===== src/rtl/pc_sequencer_if.sv =====
`default_nettype none
// ============================================================================
// Module   : pc_sequencer_if
// Brief    : Control/fetch bundle between decode/ALU and the fetch sequencer.
//            PC_SEQ_CYCLE_CNT_EN adds the cycle_count return signal.
// Revision : 1.0 - initial release
// ============================================================================
interface pc_sequencer_if #(
    parameter int PC_W = 9
);
    logic            start;
    logic [PC_W-1:0] start_addr;
    logic            jump_req;
    logic            jump_en;
    logic [PC_W-1:0] jump_addr;
    logic            branch_taken;
    logic [PC_W-1:0] branch_target;
    logic            halt_req;
    logic [PC_W-1:0] pc;
    logic            read_jump;
    logic            busy;
    logic            done;
    logic            err;
`ifdef PC_SEQ_CYCLE_CNT_EN
    logic [15:0]     cycle_count;
`endif

    modport master (
        output start, start_addr, jump_req, jump_en, jump_addr,
               branch_taken, branch_target, halt_req,
        input  pc, read_jump, busy, done, err
`ifdef PC_SEQ_CYCLE_CNT_EN
        , input cycle_count
`endif
    );

    modport slave (
        input  start, start_addr, jump_req, jump_en, jump_addr,
               branch_taken, branch_target, halt_req,
        output pc, read_jump, busy, done, err
`ifdef PC_SEQ_CYCLE_CNT_EN
        , output cycle_count
`endif
    );
endinterface
`default_nettype wire


===== src/rtl/pc_sequencer.sv =====
`default_nettype none
// ============================================================================
// Module   : pc_sequencer
// Brief    : Program counter, start/halt handshake and two-word JR sequencing.
//            Optional macro PC_SEQ_CYCLE_CNT_EN adds a saturating busy-cycle
//            counter (cycle_count).
// Revision : 1.0 - initial release
// ============================================================================
module pc_sequencer #(
    parameter int PC_W = 9
) (
    input  wire           Clk,
    input  wire           Reset,
    pc_sequencer_if.slave bus
);
    typedef enum logic [1:0] {
        IDLE = 2'd0,
        RUN  = 2'd1,
        JTGT = 2'd2,
        DONE = 2'd3
    } state_t;

    localparam logic [PC_W-1:0] c_pc_one = {{(PC_W-1){1'b0}}, 1'b1};

    state_t          r_state;
    logic [PC_W-1:0] r_pc;
    logic            r_read_jump;
    logic            r_busy;
    logic            r_done;
    logic            r_err;
`ifdef PC_SEQ_CYCLE_CNT_EN
    logic [15:0]     r_cycle_count;
`endif

    // Outputs are registered alongside the state so they always equal the
    // decode of the state actually held.
    always_ff @(posedge Clk) begin
        if (Reset) begin
            r_state     <= IDLE;
            r_pc        <= '0;
            r_err       <= 1'b0;
            r_read_jump <= 1'b0;
            r_busy      <= 1'b0;
            r_done      <= 1'b0;
`ifdef PC_SEQ_CYCLE_CNT_EN
            r_cycle_count <= 16'd0;
`endif
        end else begin
`ifdef PC_SEQ_CYCLE_CNT_EN
            if (r_busy && (r_cycle_count != 16'hFFFF)) begin
                r_cycle_count <= r_cycle_count + 16'd1;
            end
`endif
            case (r_state)
                IDLE, DONE: begin
                    if (bus.start) begin
                        r_pc    <= bus.start_addr;
                        r_state <= RUN;
                        r_busy  <= 1'b1;
                        r_done  <= 1'b0;
`ifdef PC_SEQ_CYCLE_CNT_EN
                        r_cycle_count <= 16'd0;
`endif
                    end
                end
                RUN: begin
                    if (bus.halt_req) begin
                        r_state <= DONE;
                        r_busy  <= 1'b0;
                        r_done  <= 1'b1;
                    end else if (bus.jump_req) begin
                        r_pc        <= r_pc + c_pc_one;
                        r_state     <= JTGT;
                        r_read_jump <= 1'b1;
                    end else if (bus.branch_taken) begin
                        r_pc <= bus.branch_target;
                    end else begin
                        r_pc <= r_pc + c_pc_one;
                    end
                end
                JTGT: begin
                    // The word fetched here is data, so only jump_en matters.
                    r_state     <= RUN;
                    r_read_jump <= 1'b0;
                    if (bus.jump_en) begin
                        r_pc <= bus.jump_addr;
                    end else begin
                        r_pc  <= r_pc + c_pc_one;
                        r_err <= 1'b1;
                    end
                end
                default: begin
                    r_state     <= IDLE;
                    r_read_jump <= 1'b0;
                    r_busy      <= 1'b0;
                    r_done      <= 1'b0;
                end
            endcase
        end
    end

    assign bus.pc        = r_pc;
    assign bus.read_jump = r_read_jump;
    assign bus.busy      = r_busy;
    assign bus.done      = r_done;
    assign bus.err       = r_err;
`ifdef PC_SEQ_CYCLE_CNT_EN
    assign bus.cycle_count = r_cycle_count;
`endif

endmodule
`default_nettype wire


===== src/flat_wrapper.sv =====
// flat-port wrapper written by rule: the top's interface ports become plain ports
module pc_sequencer_flat 
#(
    parameter int PC_W = 9
)
  (Clk, Reset, bus_start, bus_start_addr, bus_jump_req, bus_jump_en, bus_jump_addr, bus_branch_taken, bus_branch_target, bus_halt_req, bus_pc, bus_read_jump, bus_busy, bus_done, bus_err);
  pc_sequencer_if #(.PC_W(PC_W)) bus_i ();
  input  wire Clk;
  input  wire Reset;
  input wire logic [$bits(bus_i.start)-1:0] bus_start;
  input wire logic [$bits(bus_i.start_addr)-1:0] bus_start_addr;
  input wire logic [$bits(bus_i.jump_req)-1:0] bus_jump_req;
  input wire logic [$bits(bus_i.jump_en)-1:0] bus_jump_en;
  input wire logic [$bits(bus_i.jump_addr)-1:0] bus_jump_addr;
  input wire logic [$bits(bus_i.branch_taken)-1:0] bus_branch_taken;
  input wire logic [$bits(bus_i.branch_target)-1:0] bus_branch_target;
  input wire logic [$bits(bus_i.halt_req)-1:0] bus_halt_req;
  output wire logic [$bits(bus_i.pc)-1:0] bus_pc;
  output wire logic [$bits(bus_i.read_jump)-1:0] bus_read_jump;
  output wire logic [$bits(bus_i.busy)-1:0] bus_busy;
  output wire logic [$bits(bus_i.done)-1:0] bus_done;
  output wire logic [$bits(bus_i.err)-1:0] bus_err;
  assign bus_i.start = bus_start;
  assign bus_i.start_addr = bus_start_addr;
  assign bus_i.jump_req = bus_jump_req;
  assign bus_i.jump_en = bus_jump_en;
  assign bus_i.jump_addr = bus_jump_addr;
  assign bus_i.branch_taken = bus_branch_taken;
  assign bus_i.branch_target = bus_branch_target;
  assign bus_i.halt_req = bus_halt_req;
  assign bus_pc = bus_i.pc;
  assign bus_read_jump = bus_i.read_jump;
  assign bus_busy = bus_i.busy;
  assign bus_done = bus_i.done;
  assign bus_err = bus_i.err;
  pc_sequencer #(.PC_W(PC_W)) u_core (.Clk(Clk), .Reset(Reset), .bus(bus_i));
endmodule

===== config.mk =====
export PLATFORM = sky130hd
export DESIGN_NAME = pc_sequencer_flat
export DESIGN_NICKNAME = d
export VERILOG_FILES = /design/src/rtl/pc_sequencer_if.sv /design/src/rtl/pc_sequencer.sv /design/src/flat_wrapper.sv
export SDC_FILE = /design/constraint.sdc
export NUM_CORES = 1
export LEC_CHECK = 0
export ABC_AREA = 1
export ABC_CLOCK_PERIOD_IN_PS = 4800
export CORE_MARGIN = 2
export CORE_UTILIZATION = 30
export CTS_CLUSTER_SIZE = 20
export DETAILED_ROUTE_END_ITERATION = 12
export DONT_BUFFER_PORTS = 1
export GPL_TIMING_DRIVEN = 0
export PLACE_DENSITY_LB_ADDON = 0.15
export SYNTH_ARGS = -nofsm -noshare
export SYNTH_HDL_FRONTEND = slang
export SYNTH_SLANG_ARGS = --single-unit

===== constraint.sdc =====
create_clock -name Clk -period 4.8 [get_ports Clk]
set_clock_uncertainty 0.1 [all_clocks]
set_input_delay 1.2 -clock Clk [delete_from_list [all_inputs] [get_ports Clk]]
set_output_delay 1.2 -clock Clk [all_outputs]
set_load 0.02 [all_outputs]

==> run metrics, run 1 <==
worst path arrival time=830 ps; H-tree depth=1; Comb power frac=slightly above 40%; Worst Tran Pin Value=747 ps; Cell Area, Synth=1140 sq um; via/cell ratio=a little over 5; port bufs=0; antenna violations before repair=0; Hold WS=382 ps; CP max FO=7; Internal Power=296 uW; CTS tree=built; post-route ant nets=0; fin. max-slew vios=0; endpoints failing hold=0; Setup Viol. Count Final=0; global-route wire length before repair=5.51 mm; share of cells above drive strength 1=14.4%; # Post-CTS Setup Buffers=0; grt ovf=0; Mean Syn Cell Area=~6.2 sq um; GPL Wtd Cong=around 0.84; clock transition at the registers of the reported paths=80 ps; Die X-Extent=approximately 66 um; PwrDens=443 nW/um^2; Die Ht=65.7 um; Clock Power Share=20.0%; Skew-Pair Late Insertion Delay=between 200 and 300 ps; fill count=413; Remaining DRCs=0; TNS Setup=0 ps; worst min path class=flip-flop to flip-flop; Sequential Area=300 sq um; CP Data Required Time=3500 ps; Setup crit start kind=flip-flop; vias in the first global route=approximately 1200; CTS sink cnt=15; HPWL Detailed=2.74 mm; synthesis-stage register bit count=15; Sw Share=46.6%; drt initial violations=43; P_sw=~260 uW; cts bufs inserted=3; critical path class=flip-flop to primary output; PnR worst setup slack=~2700 ps; PnR Total Power=555 uW; P_leak=0.000508 uW; Synth Net Count=220; clock buffer depth=2; Final Cycle Share=between 40% and 50%; minimum clock period=2130 ps; post-cts resize count=0; gr usage total=16.7%; FP Rows=22; pre-CTS WS=approximately 2500 ps; yosys warns=0; Peak VDD IR=0.131 mV; drt first pass iters=4; post-synthesis instance total=183; Vias=1198; Post-Route WL=3.47 mm; CP Capture Type=primary output; area of the multi-input gates=714 sq um; WL per Instance=14.7 um; register area share after synthesis=26.3%; sequential power share=38.8%; Max Cap Viol=0; area of the core=3660 sq um; CTS hold repair buffers=0; clock root buffer master=clkbuf_8; I/O pins=47; Area growth syn-to-layout=9.52%; Max-slew headroom=50.2%; ANT cells=0; Max Fclk=0.469 GHz; status=finished clean; nets=~230; RSZ-0062 raised after global routing=false; Initial Util=31.2%; Yosys cell types=27; largest net degree at the start of global routing=11; die area=4320 sq um
-- state kept, by name, indices dropped and copies added, names as in the netlist --
signal / cells
u_core.bus.done: 1
u_core.bus.busy: 1
u_core.r_state: 2
u_core.bus.err: 1
u_core.bus.read_jump: 1
u_core.bus.pc: 9
-- cells in the final DEF (no fill, tap or decap), drive strengths merged --
cell type / Yosys / final
a211oi: 2 / 2
a21oi: 18 / 18
a221oi: 1 / 1
a31oi: 4 / 4
buf: 5 / 5
clkbuf: 1 / 4
clkinvlp: 0 / 1
dfxtp: 15 / 15
ha: 3 / 3
inv: 25 / 25
nand2: 42 / 42
nand3: 22 / 22
nand4: 1 / 1
nor2: 24 / 24
o211ai: 4 / 4
o21ai: 13 / 13
o31ai: 1 / 1
or2: 1 / 1
xnor2: 1 / 1
-- final timing paths --
kind,to,from,depth (start not counted),slack [ps]
worst min-delay path,u_core.r_state[0],u_core.r_state[0],2,380
worst max-delay path,bus_pc[0],u_core.bus.pc[0],0,2670
worst min register to register,u_core.r_state[0],u_core.r_state[0],2,380
worst max register to register,u_core.bus.done,u_core.r_state[0],10,2960
-- layout make-up --
type	instances	share of cell area, %
plain buffers	6	2.80
clock buffers	3	3.30
clock inverters	1	0.599
inverters	25	7.49
multi-input cells	137	57.0
flip-flops and latches	15	24.0
well taps	48	4.80
-- worst reg2reg max path, cell delays in order, from the launching register on --
cell and delay [ps]:
dfxtp_1 360, inv_1 50, ha_1 360, inv_2 120
or2_4 280, nand2_2 80, inv_2 40, o21ai_2 80
nor2_2 70, a21oi_1 120, nor2_1 50
-- per-stage QoR --
step / util (%) / instance area (sq um) / cells
floorplan: - / 1140 / 183
global placement: 32.9 / 1200 / 231
detailed placement: 32.9 / 1200 / 231
CTS: 34.2 / 1250 / 235
global route: 34.2 / 1250 / 235
finish: 34.2 / 1250 / 235
-- cell usage after synthesis, drive strengths merged --
library cell | number | area share, %
a21oi | 18 | 11
a221oi | 1 | 0.77
a31oi | 4 | 2.2
inv | 25 | 8.2
clkbuf | 1 | 0.33
a211oi | 2 | 1.8
dfxtp | 15 | 26
o31ai | 1 | 0.66
nor2 | 24 | 8.3
ha | 3 | 3.3
nand4 | 1 | 0.55
o211ai | 4 | 2.6
or2 | 1 | 0.77
nand3 | 22 | 9.6
o21ai | 13 | 6.0
xnor2 | 1 | 0.77
nand2 | 42 | 15
buf | 5 | 2.7
-- logic make-up (layout without fill, tap and decap cells) --
| group | Yosys count | after routing | share of synthesized area (%) |
|---|---|---|---|
| AOI/OAI and AO/OA | 43 | 43 | 24.5 |
| xor gates and xnor gates | 1 | 1 | 0.766 |
| and+or+nand+nor | 90 | 90 | 33.9 |
| buffers and inverters | 31 | 35 | 11.3 |
| adders and majority gates | 3 | 3 | 3.28 |
| DFF | 15 | 15 | 26.3 |
-- layer usage --
layer,routed length [um],track usage (%)
met1,1480,19.4
met2,1750,29.4
met3,175,4.45
met4,50,5.47
met5,0,0
-- power by group through the flow --
stage               registers (uW)  clock network, uW  logic, uW
floorplan                      208                  0        185
global placement               217                  0        224
detailed placement             218                  0        229
CTS                            216                116        229
global route                   220                117        261
finish                         216                111        228
Note: power is estimated with default switching activity, not from simulation.
==> run 2: changes to the inputs <==
--- a/config.mk
+++ b/config.mk
@@ -6,7 +6,7 @@
 export NUM_CORES = 1
 export LEC_CHECK = 0
 export ABC_AREA = 1
-export ABC_CLOCK_PERIOD_IN_PS = 4800
+export ABC_CLOCK_PERIOD_IN_PS = 2200
 export CORE_MARGIN = 2
 export CORE_UTILIZATION = 30
 export CTS_CLUSTER_SIZE = 20
==> constraint.sdc (replaced) <==
create_clock -name Clk -period 2.2 [get_ports Clk]
set_clock_uncertainty 0.1 [all_clocks]
set_input_delay 0.55 -clock Clk [delete_from_list [all_inputs] [get_ports Clk]]
set_output_delay 0.55 -clock Clk [all_outputs]
set_load 0.02 [all_outputs]
==> results of run 2 <==
The final DEF is identical to that of run 1. Status: finished clean.
Among the figures that moved: setup slack after placement 2520 ps -> 372 ps; setup slack after layout 2670 ps -> 361 ps; hold slack 382 ps -> 251 ps; start point of the critical path u_core.bus.pc[0] -> u_core.r_state[0]; end point of the critical path bus_pc[0] -> u_core.bus.done; register-to-register setup slack 2960 ps -> 360 ps; total power 555 uW -> 1210 uW; worst IR drop on VDD 0.131 mV -> 0.286 mV
==> edit 1, RTL diff (flow settings as in run 2) <==
The 4 states of `state_t` get a one-hot encoding in 4 bits.
--- a/src/rtl/pc_sequencer.sv
+++ b/src/rtl/pc_sequencer.sv
@@ -13,11 +13,11 @@
     input  wire           Reset,
     pc_sequencer_if.slave bus
 );
-    typedef enum logic [1:0] {
-        IDLE = 2'd0,
-        RUN  = 2'd1,
-        JTGT = 2'd2,
-        DONE = 2'd3
+    typedef enum logic [3:0] {
+        IDLE = 4'b0001,
+        RUN  = 4'b0010,
+        JTGT = 4'b0100,
+        DONE = 4'b1000
     } state_t;
 
     localparam logic [PC_W-1:0] c_pc_one = {{(PC_W-1){1'b0}}, 1'b1};
Formal check against the unedited RTL: same outputs for any inputs over 10 cycles, from zero or initial values and one cycle with Reset high; not proved beyond that.
==> edit 1 against run 2 <==
  * Design area is 8.8% higher
  * Cell count is 16% higher
  * Wire length is 7.7% higher
  * Setup slack better by 49 ps
  * Sequential cell count is 2 higher
  * Total power is 23% higher
  * Synthesized area is 9.6% higher
  * First-iteration DRC count is 93% higher
  * Critical endpoint is now u_core.bus.pc[6]
==> edit 1: results (changes against run 2) <==
metric,value,unit,change
Final HPWL DP,2.888,mm,+5.5%
r2r setup slk,410,ps,+50 ps
Slowest cell on crit path,dfxtp_1,,
initial DRC count,83,,+93%
GRT Util Overall,0.1740,,+0.007006
CP max FO,6,,-2
wire per inst,13.67,um,-7.3%
# resized after CTS,0,,unchanged
cell family with most CP delay,flip-flops,,
Synth top cells by count,"nand2_1 (62), nor2_1 (47), inv_1 (24), nand3_1 (20), dfxtp_1 (17)",,
"Largest stage delay, worst path",550,ps,+190 ps
synth warn,0,,unchanged
Worst IR Drop VDD,0.5516,mV,+93%
"Arr. time, crit path",1850,ps,
CTS root buffer,clkbuf_8,,
Slew @ Worst Pin,705.5,ps,-41.53 ps
first-pass iteration count of the detailed router,4,,unchanged
worst hold-check path type,in2reg,,
CTS Buffer Depth,2,,unchanged
number of different library cells in the post-synthesis netlist,25,,-7.4%
Mapped Nets,254,,+15%
Worst-path clk slew,80,ps,about the same
post-synthesis sequential area ratio,0.2715,,+0.008875
min-delay src,Reset,,
pin count of the biggest net entering global routing,11,,unchanged
ys async rst share,0,,unchanged
status,finished clean,,
initial antenna violation count,0,,unchanged
proportion of layout cells with a drive suffix above 1,0.08520,,-0.05918
Placer Congestion,0.7737,,-8.0%
Max H-tree Level,1,,unchanged
via count,1297,,+8.3%
Fillers,466,,+13%
crit path kind,reg2reg,,
number of global-route vias before repair,1284,,+9.6%
buffers added on ports,0,,unchanged
worst-skew pair later-pin latency,260,ps,about the same
top post-synthesis cells by area,"dfxtp_1 (27%), nand2_1 (19%), nor2_1 (14%), nand3_1 (8.0%), inv_1 (7.2%)",,
CTS Buf Count,3,,unchanged
postcts setup bufs,0,,unchanged
Nets,259,,+15%
final hold viol count,0,,unchanged
global-route wire length before repair,5.989,mm,+8.8%
Leak,0.6808,nW,+34%
RR Startpoint,u_core.bus.pc[0],,
antenna cells,0,,unchanged
max FFs per register,9,,unchanged
[edit 1: changes by cell type after synthesis, sizes merged, moves of 2 or more]
cell / change
a31oi: -3
dfxtp: +2
ha: -2
a21oi: -12
nand4: +2
a211oi: -2
xor2: +2
nor2: +26
nand2: +23
[edit 1: routing by layer]
| layer | vias to the layer above | global-route usage | routed length (um) |
|---|---|---|---|
| met2 | 32 | 0.2969 | 1702 |
| met1 | 558 | 0.2081 | 1689 |
| met3 | 2 | 0.06331 | 320 |
| met4 | 0 | 0.03750 | 19 |
| li1 | 705 | - | - |
| met5 | - | 0 | 0 |
[edit 1: worst paths after layout]
path | to | depth (start not counted)
max | u_core.bus.pc[6] | 8
min | u_core.bus.done | 1
max reg2reg | u_core.bus.pc[6] | 8
min reg2reg | u_core.r_state[3] | 2
[edit 1: where the power goes]
group	switching [mW]	internal (mW)	total, mW
Combinational	0.391	0.220	0.610
Sequential	0.228	0.404	0.633
Clock	0.122	0.126	0.248
[edit 1: final cells by class]
class,count,area share
Multi-Input combinational cell,171,0.5767
Clock inverter,1,0.003673
Tap cell,50,0.04591
Inverter,26,0.07163
Buffer,5,0.02204
Sequential cell,17,0.2498
Clock buffer,3,0.03030
[edit 1: kinds of logic after synthesis]
kind of cell             synth area share
XOR/XNOR                          0.01397
AND/OR/NAND/NOR                    0.4810
adder cells (fa/ha/maj)          0.009978
buffers and inverters              0.1018
AO/OA/AOI/OAI                      0.1218
flip-flops                         0.2715
[edit 1: per-stage QoR]
step | cells | setup slack, ps | area, um2 | hold slack [ps]
floorplan | 219 | 618.5 | 1254 | 370.4
global placement | 269 | 396.6 | 1316 | 398.5
detailed placement | 269 | 412.5 | 1316 | 390.9
CTS | 273 | 384.5 | 1363 | 244.5
global route | 273 | 228.1 | 1363 | 238.0
finish | 273 | 410.2 | 1363 | 252.8
==> edit 2, RTL diff (flow settings as in run 2) <==
Without the edit above. `PC_W` is set to 9 in 3 places; all go to 7.
--- a/src/rtl/pc_sequencer_if.sv
+++ b/src/rtl/pc_sequencer_if.sv
@@ -6,7 +6,7 @@
 // Revision : 1.0 - initial release
 // ============================================================================
 interface pc_sequencer_if #(
-    parameter int PC_W = 9
+    parameter int PC_W = 7
 );
     logic            start;
     logic [PC_W-1:0] start_addr;
--- a/src/rtl/pc_sequencer.sv
+++ b/src/rtl/pc_sequencer.sv
@@ -7,7 +7,7 @@
 // Revision : 1.0 - initial release
 // ============================================================================
 module pc_sequencer #(
-    parameter int PC_W = 9
+    parameter int PC_W = 7
 ) (
     input  wire           Clk,
     input  wire           Reset,
--- a/src/flat_wrapper.sv
+++ b/src/flat_wrapper.sv
@@ -1,7 +1,7 @@
 // flat-port wrapper written by rule: the top's interface ports become plain ports
 module pc_sequencer_flat 
 #(
-    parameter int PC_W = 9
+    parameter int PC_W = 7
 )
   (Clk, Reset, bus_start, bus_start_addr, bus_jump_req, bus_jump_en, bus_jump_addr, bus_branch_taken, bus_branch_target, bus_halt_req, bus_pc, bus_read_jump, bus_busy, bus_done, bus_err);
   pc_sequencer_if #(.PC_W(PC_W)) bus_i ();
Ports: changed (resized bus_branch_target, bus_jump_addr, bus_pc and bus_start_addr); port bits go from 47 to 39. The function was not compared with the original's and may differ.
==> edit 2 against run 2 <==
  * Design area is 17% lower
  * Setup slack gained 160 ps
  * Synthesized cell count shrank 19%
  * Synthesized area shrank 16%
  * Sequential cell count down 2
  * Global-route usage decreased by 0.27 points
  * Wire length is 22% lower
  * Clock power shrank 36%
  * Largest cell class unchanged
  * Critical endpoint is now u_core.bus.pc[6]
  * Combinational power is 16% lower
  * Total power decreased by 20%
  * Sequential power down 16%
==> edit 2: results (changes against run 2) <==
metric,value,unit,change
Worst IR Drop VDD,0.3000,mV,+4.8%
buffers added on ports,0,,unchanged
worst-skew pair later-pin latency,280,ps,+20 ps
pin count of the biggest net entering global routing,11,,unchanged
global-route wire length before repair,4.429,mm,-20%
routed wire length,2.708,mm,-22%
Synth Area in Compound Gates,0.2328,,-0.01231
number of global-route vias before repair,922,,-21%
hold path depth,1,,unchanged
Post-Synth Adder-Cell Area,0.03901,,+0.006189
Worst Reg-to-Reg Cells,9,,-1
Synth top cells by count,"nand2_1 (29), nor2_1 (17), inv_1 (16), nand3_1 (15), dfxtp_1 (13)",,
Avg Inst Size Synth,6.501,um2,+4.0%
xor/xnor share of the synthesized area,0.009103,,+0.001444
status,finished clean,,
"Largest stage delay, worst path",570,ps,+210 ps
switching part of the total,0.4618,,-0.004401
Avg Vias per Cell,4.872,,-4.4%
cell family with most CP delay,flip-flops,,
placed instance count,192,,-17%
worst hold endpoint,u_core.bus.busy,,
M2 GR Usage,0.2750,,-0.01923
postcts setup bufs,0,,unchanged
GRT Util Overall,0.1643,,-0.002689
pre-CTS setup slack,534.0,ps,+162.5 ps
initial DRC count,25,,-42%
Final HPWL DP,2.112,mm,-23%
r2r setup slk,520,ps,+160 ps
Placer Congestion,0.8252,,-1.9%
RR Startpoint,u_core.bus.pc[0],,
number of different library cells in the post-synthesis netlist,25,,-7.4%
proportion of layout cells with a drive suffix above 1,0.1579,,+0.01351
top post-synthesis cells by area,"dfxtp_1 (27%), nand2_1 (11%), nand3_1 (7.8%), nor2_1 (6.6%), inv_1 (6.2%)",,
Leak,0.4347,nW,-14%
final worst-path cycle share,0.7623,,-0.07355
max FFs per register,7,,-2
"Arr. time, crit path",1810,ps,-50 ps
met1 global-route usage,0.1997,,+0.005588
post-synthesis sequential area ratio,0.2705,,+0.007899
CP max FO,7,,-1
Fin Hold WS,236.9,ps,-14.54 ps
CTS root buffer,clkbuf_4,,
Nets,184,,-18%
CP Capture Point,u_core.bus.pc[6],,
GR Util met3,0.06397,,+0.01945
"Cell Area, Placed",1017,um2,-15%
via count,955,,-20%
Slew @ Worst Pin,400.0,ps,-347.0 ps
[edit 2: changes by cell type after synthesis, sizes merged, moves of 2 or more]
cell,change
nand2,-12
nand3,-7
a21oi,-3
inv,-3
o21ai,-3
a31oi,-2
dfxtp,-2
nor2,-2
o21bai,+2
[edit 2: power groups by stage]
| stage | logic, mW | clock network [mW] | registers (mW) |
|---|---|---|---|
| floorplan | 0.348 | 0 | 0.386 |
| global placement | 0.416 | 0 | 0.402 |
| detailed placement | 0.421 | 0 | 0.404 |
| CTS | 0.423 | 0.162 | 0.399 |
| global route | 0.481 | 0.176 | 0.409 |
| finish | 0.417 | 0.155 | 0.397 |
[edit 2: layout make-up]
class	instances	area (um2)
Clock buffer	4	26.28
Tap cell	44	55.05
Multi-Input combinational cell	109	584.3
Buffer	4	35.03
Inverter	22	82.58
Sequential cell	13	260.3
Fill cell	368	2009
[edit 2: routing by layer]
metal  routed length, um  part of all wire
met1                1156              0.43
met2                1330              0.49
met3                 206             0.076
met4                  14            0.0052
met5                   0                 0
